`config.mk`:
```
export PLATFORM = sky130hd
export DESIGN_NAME = vga_mem_arbiter
export DESIGN_NICKNAME = d
export VERILOG_FILES = /design/src/rtl/vga_pkg.sv /design/src/rtl/vga_pix_addr.sv /design/src/rtl/vga_mem_arbiter.sv
export SDC_FILE = /design/constraint.sdc
export NUM_CORES = 1
export LEC_CHECK = 0
export CAP_MARGIN = 10
export CORE_MARGIN = 1
export CORE_UTILIZATION = 47
export DETAILED_ROUTE_END_ITERATION = 7
export PLACE_DENSITY = 0.85
export SYNTH_ARGS = -nofsm -noshare
export SYNTH_HDL_FRONTEND = slang
export SYNTH_SLANG_ARGS = --single-unit
```
`constraint.sdc`:
```
create_clock -name clk -period 12.4 [get_ports clk]
set_clock_uncertainty 0.1 [all_clocks]
set_input_delay 3.72 -clock clk [delete_from_list [all_inputs] [get_ports clk]]
set_output_delay 3.72 -clock clk [all_outputs]
set_load 0.005 [all_outputs]
```
`src/rtl/vga_pkg.sv`:
```
`default_nettype none
// ============================================================================
// Module      : vga_pkg
// Description : Shared framebuffer geometry and the CPU-side FSM state
//               encoding for the VGA framebuffer memory arbiter.
// Revision    : 1.0 - initial release
// ============================================================================
package vga_pkg;

  localparam int FB_W        = 160;   // framebuffer width in pixels
  localparam int FB_H        = 120;   // framebuffer height in pixels
  localparam int SCALE_SHIFT = 2;     // 640x480 screen -> 160x120 framebuffer
  localparam int ADDR_W      = 15;    // framebuffer address width
  localparam int FB_DEPTH    = FB_W * FB_H;

  // CPU access sequencer states
  typedef enum logic [1:0] {
    CPU_IDLE   = 2'd0,
    CPU_RD_CAP = 2'd1,
    CPU_ACK    = 2'd2
  } cpu_state_e;

endpackage : vga_pkg
`default_nettype wire

```
`src/rtl/vga_pix_addr.sv`:
```
`default_nettype none
// ============================================================================
// Module      : vga_pix_addr
// Description : Combinational map from screen coordinates to a linear
//               framebuffer address: (v >> S) * FB_W + (h >> S).
// Ports       : h_count_i  - horizontal screen coordinate (10 bits)
//               v_count_i  - vertical screen coordinate (10 bits)
//               addr_o     - framebuffer address (ADDR_W bits)
// Revision    : 1.0 - initial release
// ============================================================================
module vga_pix_addr #(
  parameter int FB_W        = 160,
  parameter int SCALE_SHIFT = 2,
  parameter int ADDR_W      = 15
) (
  input  logic [9:0]        h_count_i,
  input  logic [9:0]        v_count_i,
  output logic [ADDR_W-1:0] addr_o
);

  logic [9:0] w_fb_x;
  logic [9:0] w_fb_y;

  assign w_fb_x = h_count_i >> SCALE_SHIFT;
  assign w_fb_y = v_count_i >> SCALE_SHIFT;

  // Arithmetic is done at 32 bits and truncated; for in-range coordinates the
  // result always fits in ADDR_W.
  assign addr_o = ADDR_W'(32'(w_fb_y) * 32'(FB_W) + 32'(w_fb_x));

endmodule : vga_pix_addr
`default_nettype wire

```
`src/rtl/vga_mem_arbiter.sv`:
```
`default_nettype none
// ============================================================================
// Module      : vga_mem_arbiter
// Description : Shares one single-port synchronous framebuffer RAM between
//               the VGA pixel fetch (absolute priority on countEn slots) and
//               a CPU request/ack port. Produces the RRRGGGBB pixel stream.
// Ports       : clk, rst (async, active-low)
//               countEn, bright, hCount, vCount   - VGA timing inputs
//               cpu_req/we/addr/wdata, cpu_ack/rdata - CPU handshake
//               mem_addr/we/wdata, mem_rdata        - RAM port
//               pix_data                            - pixel to colour expander
// Revision    : 1.0 - initial release
// ============================================================================
module vga_mem_arbiter #(
  parameter int FB_W        = vga_pkg::FB_W,
  parameter int FB_H        = vga_pkg::FB_H,
  parameter int SCALE_SHIFT = vga_pkg::SCALE_SHIFT,
  parameter int ADDR_W      = vga_pkg::ADDR_W
) (
  input  logic              clk,
  input  logic              rst,
  input  logic              countEn,
  input  logic              bright,
  input  logic [9:0]        hCount,
  input  logic [9:0]        vCount,
  input  logic              cpu_req,
  input  logic              cpu_we,
  input  logic [ADDR_W-1:0] cpu_addr,
  input  logic [7:0]        cpu_wdata,
  output logic              cpu_ack,
  output logic [7:0]        cpu_rdata,
  output logic [ADDR_W-1:0] mem_addr,
  output logic              mem_we,
  output logic [7:0]        mem_wdata,
  input  logic [7:0]        mem_rdata,
  output logic [7:0]        pix_data
);

  import vga_pkg::*;

  localparam logic [ADDR_W:0] c_depth = (ADDR_W+1)'(FB_W * FB_H);

  cpu_state_e        state_q;
  logic [ADDR_W-1:0] last_addr_q;
  logic              inrange_q;
  logic [7:0]        rdata_q;
  logic              ack_q;
  logic              slot_q;
  logic              vis_q;
  logic [7:0]        pix_q;

  logic [ADDR_W-1:0] w_vga_addr;
  logic              w_in_range;
  logic              w_issue;

  vga_pix_addr #(
    .FB_W        (FB_W),
    .SCALE_SHIFT (SCALE_SHIFT),
    .ADDR_W      (ADDR_W)
  ) u_pix_addr (
    .h_count_i (hCount),
    .v_count_i (vCount),
    .addr_o    (w_vga_addr)
  );

  assign w_in_range = ({1'b0, cpu_addr} < c_depth);

  // The CPU gets the port only in IDLE on a non-slot cycle. rst is folded in
  // so the RAM sees no write while reset is asserted, even before the
  // asynchronous clear has propagated through the state register.
  assign w_issue = rst && (state_q == CPU_IDLE) && cpu_req && !countEn;

  always_comb begin
    mem_addr  = last_addr_q;
    mem_we    = 1'b0;
    mem_wdata = cpu_wdata;
    if (countEn) begin
      mem_addr = w_vga_addr;
    end else if (w_issue) begin
      mem_addr = cpu_addr;
      mem_we   = cpu_we && w_in_range;
    end
  end

  // Pixel pipeline: slot edge captures visibility, next edge captures RAM data.
  always_ff @(posedge clk or negedge rst) begin
    if (!rst) begin
      slot_q <= 1'b0;
      vis_q  <= 1'b0;
      pix_q  <= 8'h00;
    end else begin
      slot_q <= countEn;
      if (countEn) begin
        vis_q <= bright;
      end
      if (slot_q) begin
        pix_q <= vis_q ? mem_rdata : 8'h00;
      end
    end
  end

  // CPU access sequencer with registered ack.
  always_ff @(posedge clk or negedge rst) begin
    if (!rst) begin
      state_q     <= CPU_IDLE;
      last_addr_q <= '0;
      inrange_q   <= 1'b0;
      rdata_q     <= 8'h00;
      ack_q       <= 1'b0;
    end else begin
      case (state_q)
        CPU_IDLE: begin
          ack_q <= 1'b0;
          if (cpu_req && !countEn) begin
            last_addr_q <= cpu_addr;
            inrange_q   <= w_in_range;
            if (cpu_we) begin
              state_q <= CPU_ACK;
              ack_q   <= 1'b1;
            end else begin
              state_q <= CPU_RD_CAP;
            end
          end
        end
        CPU_RD_CAP: begin
          // RAM data for the address issued last cycle is valid now.
          rdata_q <= inrange_q ? mem_rdata : 8'h00;
          state_q <= CPU_ACK;
          ack_q   <= 1'b1;
        end
        CPU_ACK: begin
          ack_q   <= 1'b0;
          state_q <= CPU_IDLE;
        end
        default: begin
          ack_q   <= 1'b0;
          state_q <= CPU_IDLE;
        end
      endcase
    end
  end

  assign cpu_ack   = ack_q;
  assign cpu_rdata = rdata_q;
  assign pix_data  = pix_q;

endmodule : vga_mem_arbiter
`default_nettype wire

```
# --- After elaboration in Yosys (flattened, before gate mapping) ---
# Cells that the tools add are included.
totals:
  register_bits: 37
  in_bits: 57
op_classes:
  addsub: 1
  n_mul: 1
  order_cmp: 1
  eq_ne: 2
  n_mux: 12
  n_reduce_logical: 8
op_table:
  columns: ["operator", "n"]
  rows:
  - ["$mux W15", 2]
  - ["$mux W8", 2]
  - ["$add A15 B8 Y15", 1]
  - ["$lt A15 B15 Y1 const B", 1]
  - ["$mul A8 B3 Y10 const B", 1]
  - ["$logic_and A1 B1 Y1", 5]
  - ["$mux W1", 4]
  - ["$mux W2", 2]
  - ["$pmux W2 S2", 1]
  - ["$eq A2 B1 Y1 const B", 1]
  - ["$logic_not A2 Y1", 1]
  - ["$ne A2 B1 Y1 const B", 1]
  - ["$pmux W1 S2", 1]
  - ["$reduce_and A2 Y1", 1]
  - ["$logic_not A1 Y1", 1]

# --- Logic depth before layout (Yosys ltp) ---
# Gate-level depths: netlist (run 1).
depth:
  word_depth: 6
  depth_mapped: 9
  depth_no_buf: 9

# --- Modules after synthesis ---
# A second synthesis (run 1) with hierarchy kept.
unflattened:
  hier_cells: 285
  hier_area_um2: 2489.9
by_module_without_submodules:
  columns: ["module", "n_inst", "cells_per_inst", "area_per_inst_um2", "seq_area_each_um2"]
  rows:
  - ["vga_mem_arbiter", 1, 216, 1915.6, 925.9]
  - ["vga_pix_addr", 1, 69, 574.3, 0.0]

# --- Worst setup path after synthesis (run 1) ---
# OpenSTA, ideal clock, no wires.
synth_timing:
  path_kind: "input-to-output"
  start: "in vCount[3]"
  end: "out mem_addr[14]"
  arrival_ps: 5658
  t_required_ps: 8580
  slack_ps: 2922
  cell_stages: 9
  n_path_buf: 0
  path_cell_list: "ha_1 > ha_1 > inv_1 > fa_1 > xnor2_1 > nand3b_1 > nor4_4 > nand4_1 > a31oi_1"
synth_via:
  elab_chain_cells: 3
synth_lines:
  columns: ["element", "line_no", "source"]
  rows:
  - ["start: declaration", "vga_mem_arbiter.sv:25", "input logic [9:0] vCount,"]
  - ["$mul A8 B3 Y10", "vga_pix_addr.sv:29", "assign addr_o = ADDR_W'(32'(w_fb_y) * 32'(FB_W) + 32'(w_fb_x));"]
  - ["$add A15 B8 Y15", "vga_pix_addr.sv:29", null]
  - ["$mux W15", "vga_mem_arbiter.sv:77", "if (countEn) begin"]
  - ["end: declaration", "vga_mem_arbiter.sv:32", "output logic [ADDR_W-1:0] mem_addr,"]
# No other way between the ends.

# --- Worst setup path after layout (run 1) ---
# Ends and elaborated chain as after synthesis.

==> results of run 1 <==
[path summary, 6_finish.rpt]
| kind | startpoint | depth (start not counted) | end | slack (ns) |
|---|---|---|---|---|
| min in group asynchronous | rst | 1 | cpu_rdata[1] | 3.47 |
| worst min-delay path | cpu_rdata[3] | 2 | cpu_rdata[3] | 0.38 |
| worst min register to register | cpu_rdata[3] | 2 | cpu_rdata[3] | 0.38 |
| worst max register to register | state_q[1] | 3 | last_addr_q[3] | 10.43 |
| worst max-delay path | vCount[3] | 11 | mem_addr[14] | 1.67 |
| max in group asynchronous | rst | 1 | last_addr_q[12] | 8.15 |
[registers in the layout, indices dropped and copies added, names as in the netlist]
| name | cells |
|---|---|
| last_addr_q | 15 |
| cpu_rdata | 8 |
| pix_data | 8 |
| state_q | 2 |
| cpu_ack | 1 |
| inrange_q | 1 |
| slot_q | 1 |
| vis_q | 1 |
[synthesized netlist by cell type, types with 3 or more instances]
| library cell | count |
|---|---|
| mux2_2 | 16 |
| nand2_1 | 29 |
| a211oi_2 | 6 |
| inv_1 | 14 |
| buf_6 | 4 |
| o211ai_1 | 3 |
| dfrtp_1 | 37 |
| buf_4 | 8 |
| nand3_1 | 8 |
| and3_1 | 6 |
| nor2_1 | 9 |
| nor2b_1 | 5 |
| o21ai_0 | 26 |
| ha_1 | 15 |
| nand2b_1 | 3 |
| a21oi_1 | 8 |
| clkbuf_1 | 9 |
| xnor2_1 | 7 |
| mux2i_1 | 9 |
[final cells by class]
class | instances | area (µm²) | area share (%)
clock buffers | 7 | 86.3 | 2.61
inverters | 14 | 52.6 | 1.59
multi-input cells | 181 | 1380 | 41.7
flip-flops and latches | 37 | 926 | 27.9
well taps | 70 | 87.6 | 2.64
repair buffers | 79 | 781 | 23.6
[cell families (layout without fill, tap and decap cells)]
group	after synthesis	in the layout
DFF	37	37
buffers and inverters	35	100
muxes	25	25
and+or+nand+nor	75	75
adders and majority gates	17	17
xor gates and xnor gates	9	9
AOI/OAI and AO/OA	55	55
[power by group through the flow]
stage | clock (mW) | combinational [mW] | sequential, mW
after floorplan | 0 | 0.0766 | 0.155
after global placement | 0 | 0.137 | 0.157
after detailed placement | 0 | 0.141 | 0.159
after CTS | 0.0858 | 0.142 | 0.157
after global routing | 0.0909 | 0.154 | 0.160
final | 0.0834 | 0.141 | 0.157
[critical path: stages]
cell,delay (ns)
clkdlybuf4s50_1,0.45
ha_1,0.30
ha_1,0.21
inv_1,0.08
fa_1,0.41
xnor2_1,0.23
nand3b_1,0.22
nor4_4,0.37
nand4_1,0.14
a31oi_1,0.24
clkdlybuf4s50_1,0.53
[per-stage QoR]
| step | worst slack, ns | std cells | hold slack, ns |
|---|---|---|---|
| finish | 1.67 | 388 | 0.377 |
| global route | 1.59 | 388 | 0.413 |
| CTS | 1.68 | 388 | 0.386 |
| detailed placement | 1.69 | 381 | 0.370 |
| global placement | 1.78 | 381 | 0.362 |
| floorplan | 2.92 | 253 | 0.373 |
[routing by layer]
| metal | GRT usage [%] | share of wire (%) |
|---|---|---|
| met5 | 0 | 0 |
| met1 | 25.4 | 46 |
| met4 | 5.24 | 0.85 |
| met2 | 33.5 | 48 |
| met3 | 4.69 | 5.0 |
==> results.md, run 1 <==
- Leak: 1.45 nW
- Area growth, synth to finish: 32.7%
- Critical Path RT: 8.58 ns
- Layout cells sized above 1: 13.2%
- Peak VDD IR: 0.0000758 V
- Switch Pwr: 0.111 mW
- Cell variety after synth: 44
- Register area share after synthesis: 37.1%
- Syn Area/Cell: 9.87 µm²
- Yosys top cell by area: dfrtp_1
- Max-cap violations: 0
- Largest net degree at the start of global routing: 46
- Synth top area share: 37.1%
- Worst Setup End Kind: primary output
- HP Class: flip-flop to flip-flop
- Starting Density: 48.9%
- Drt via density: 5.19
- Site Rows: 26
- Total CTS buffers: 5
- Asr flop ratio synth: 100%
- CTS sink cnt: 37
- Initial DRC Count: 60
- Final hold violations: 0
- Setup Buffers After CTS: 0
- Slew Viols, Final: 0
- Antenna diodes: 0
- Gr usage total: 19.8%
- Post-DP HPWL: 4170 µm
- Clock share of power: 21.9%
- I/O pin count: 98
- Mux share of post-synthesis cell area: 10.8%
- Final TNS setup: 0 ns
- Crit Path Class: primary input to primary output
- First-pass GRT wire length: 8390 µm
- H-tree levels: 2
- Number of global-route vias before repair: 1922
- Post-synthesis cell area: 2500 µm²
- Post-synth EDFFs: 0
- Synth Area in Compound Gates: 15.4%
- Root Driver: clkbuf_8
- Synth warnings: 0
- Crit path DAT: 6.91 ns
- Adder-cell share of the synthesized area: 9.12%
- Most frequent cells in the layout: clkdlybuf4s50_1 (76), dfrtp_1 (37), nand2_1 (29), o21ai_0 (26), mux2_2 (16)
- Comb pwr share: 37.0%
- Power density over the cells: 115 nW/µm²
- Crit path max fanout: 3
- Vias: 2015
- Dpl cell area: 3230 µm²
- Post_cts resized: 0
- Simple-gate share of the synthesized area: 16.8%
- Tcrit/Tclk final: 86.5%
- Worst-path clk slew: 0.07 ns
- Die Width: 74.9 µm
- Die ar.: 5610 µm²
- GRT Residual Overflow: 0
- Synth Instances: 253
- Final WL: 5440 µm
- Buffers on Ports: 77
- Core area: 5110 µm²
- Worst rel slew slack: 38.3%
- Cell Int Power: 0.270 mW
- Sw frac: 29.1%
- RSZ-0062 raised after global routing: false
- Initial antenna violation count: 0
- Min cycle time layout: 10.73 ns
- Most common cell after layout, fill and taps aside: clkdlybuf4s50_1
- Least-Margin Pin Slew: 0.926 ns
- Final setup fails: 0
- Final Total Pwr: 0.381 mW
- CTS max path bufs: 2
- Status: finished, final reports clean
- Final antenna-violating net count: 0
- Final #Nets: 392
- Most used DFF post-synth: dfrtp_1
- Final core occ: 64.9%
- Largest family of logic cells by synthesized area: simple AND/OR/NAND/NOR gates
- Fmax: 93.2 MHz
- Largest cells by area after synthesis: dfrtp_1 (37%), ha_1 (7.5%), mux2_2 (7.2%)
- Die H: 74.9 µm
- Hold-fix buffers, CTS: 0
- Synth Net Count: 327
- Placer Congestion: 0.780
- Routed WL per cell: 14.0 µm
- Residual DRC: 0
- Fin area: 3310 µm²
- DRT Pass-1 Iters: 4
- Clock latency on the worst-skew pair: 0.28 ns
- Xor and xnor fraction of the mapped netlist area: 3.16%
- Filler instances: 426
- CTS tree: built
- FF+latch count, synth: 37
- Share of power burned in registers: 41.1%
- Startpoint types: primary input
(Power assumes the default switching activity.)
==> inputs of run 2 (changes only) <==
--- a/config.mk
+++ b/config.mk
@@ -7,9 +7,9 @@
 export LEC_CHECK = 0
 export CAP_MARGIN = 10
 export CORE_MARGIN = 1
-export CORE_UTILIZATION = 47
+export CORE_UTILIZATION = 44
 export DETAILED_ROUTE_END_ITERATION = 7
-export PLACE_DENSITY = 0.85
+export PLACE_DENSITY = 0.81
 export SYNTH_ARGS = -nofsm -noshare
 export SYNTH_HDL_FRONTEND = slang
 export SYNTH_SLANG_ARGS = --single-unit
==> constraint.sdc (replaced) <==
create_clock -name clk -period 10.1 [get_ports clk]
set_clock_uncertainty 0.1 [all_clocks]
set_input_delay 3.03 -clock clk [delete_from_list [all_inputs] [get_ports clk]]
set_output_delay 3.03 -clock clk [all_outputs]
set_load 0.005 [all_outputs]
==> run 2 against run 1 <==
  * Global-route usage grew 0.097 points
  * Critical endpoint unchanged
  * Setup slack lost 0.89 ns
  * Critical path depth is the same
  * Final cell count grew 1.3%
  * Clock power grew 58%
  * Wire length grew 2.8%
  * Critical path type unchanged
==> results.md, run 2 (same netlist as run 1, synthesis figures left out) <==
- Status: finished, final reports clean
- Drt via density: 5.18
- Multi-input gate area: 1380 µm²
- Min cycle time layout: 9.32 ns
- Die H: 77.3 µm
- Layout cells sized above 1: 14.3%
- Least-Margin Pin Slew: 0.965 ns
- Crit path DAT: 6.19 ns
- I/O pin count: 98
- Residual DRC: 0
- Register area: 926 µm²
- Gr usage total: 19.9%
- Power density over the cells: 148 nW/µm²
- Vias: 2036
- CTS tree: built
- CTS max path bufs: 2
- Reg2Reg Depth: 3
- Fmax: 107 MHz
- Tcrit/Tclk final: 92.3%
- Largest net degree at the start of global routing: 34
- Final WL: 5590 µm
- Number of global-route vias before repair: 2061
- Critical Path RT: 6.97 ns
- Routed WL per cell: 14.2 µm
- Setup Buffers After CTS: 0
- Max-cap violations: 0
- Slew Viols, Final: 0
- Final antenna-violating net count: 0
- Total CTS buffers: 5
- Area growth, synth to finish: 34.7%
- Die Width: 77.3 µm
- Antenna diodes: 0
- Root Driver: clkbuf_8
- Hold slack: 0.382 ns
- Hold-fix buffers, CTS: 0
- Hold wc startpoint: cpu_rdata[3]
- R2R Path End: last_addr_q[0]
- Worst-path clk slew: 0.08 ns
- Crit Reg-Reg Startpoint: state_q[1]
- GRT Residual Overflow: 0
- Place WS: 0.796 ns
- Most frequent cells in the layout: clkdlybuf4s50_1 (76), dfrtp_1 (37), nand2_1 (29), o21ai_0 (26), mux2_2 (16)
- Crit Path Class: primary input to primary output
- Site Rows: 27
- Final #Nets: 394
- Core area: 5470 µm²
- Hold Crit Depth: 2
- Placer Congestion: 0.829
- RSZ-0062 raised after global routing: false
- Starting Density: 45.6%
- Buffers on Ports: 77
- Number of flip-flops in the largest register: 15
- Leak: 1.47 nW
- PnR worst setup slack: 0.780 ns
- Startpoint types: primary input
- DRT Pass-1 Iters: 4
- R2R setup slack: 8.00 ns
- Final core occ: 61.5%
- CTS sink cnt: 37
- Initial antenna violation count: 0
- Filler instances: 478
- Hold endpoint: cpu_rdata[3]
- Peak VDD IR: 0.0000905 V
- Most common cell after layout, fill and taps aside: clkdlybuf4s50_1
- Worst Setup End Kind: primary output
- Worst rel slew slack: 35.4%
- First-pass GRT wire length: 9430 µm
- Post_cts resized: 0
- Clock latency on the worst-skew pair: 0.29 ns
- Final setup fails: 0
- Die ar.: 5980 µm²
- HP Class: flip-flop to flip-flop
- Final hold violations: 0
- Crit path max fanout: 3
- Final TNS setup: 0 ns
- H-tree levels: 2
- Post-DP HPWL: 4280 µm
- Top reg by flops: last_addr_q
- Initial DRC Count: 61
[run 2: cell types whose count changed in the layout (fill, tap and decap cells not counted), sizes merged]
| cell | before | now |
|---|---|---|
| clkbuf | 7 | 6 |
| bufinv | 0 | 1 |
| buf | 3 | 5 |
| clkinvlp | 0 | 1 |
[run 2: layout make-up]
type,instances,area share [%]
multi-input combinational,181,41.0
tap,72,2.68
clock buffer,6,2.45
inverter,14,1.56
clock inverter,2,1.12
sequential,37,27.5
timing repair buffer,81,23.7
[run 2: per-layer routing]
metal,vias to the layer above,global-route usage (%),part of all wire [%],wire (µm)
met3,6,5.18,5.7,317
li1,1014,-,-,-
met5,-,0,0,0
met4,0,6.23,1.2,65
met2,59,32.8,48,2700
met1,957,25.3,45,2510
[run 2: power by group]
part | internal (mW) | total (mW) | switching [mW]
registers | 0.175 | 0.192 | 0.0174
logic | 0.103 | 0.174 | 0.0708
clock network | 0.0802 | 0.132 | 0.0522
[run 2: metrics by stage]
stage	power [mW]	area (µm²)	instances
after floorplan	0.285	2500	253
after global placement	0.362	3240	385
after detailed placement	0.369	3240	385
after CTS	0.503	3360	393
after global routing	0.529	3360	393
final	0.498	3360	393
[run 2: critical path: stages]
cell	delay [ns]
clkdlybuf4s50_1	0.45
ha_1	0.30
ha_1	0.22
inv_1	0.07
fa_1	0.40
xnor2_1	0.24
nand3b_1	0.21
nor4_4	0.39
nand4_1	0.13
a31oi_1	0.22
clkdlybuf4s50_1	0.53
[run 2: worst max path at each step]
| stage | start | to | slack (ns) |
|---|---|---|---|
| finish | vCount[3] | mem_addr[14] | 0.78 |
| global route | vCount[3] | mem_addr[14] | 0.65 |
| CTS | vCount[3] | mem_addr[14] | 0.79 |
| detailed placement | vCount[3] | mem_addr[14] | 0.80 |
| global placement | vCount[3] | mem_addr[14] | 0.86 |
| floorplan | vCount[3] | mem_addr[14] | 2.00 |
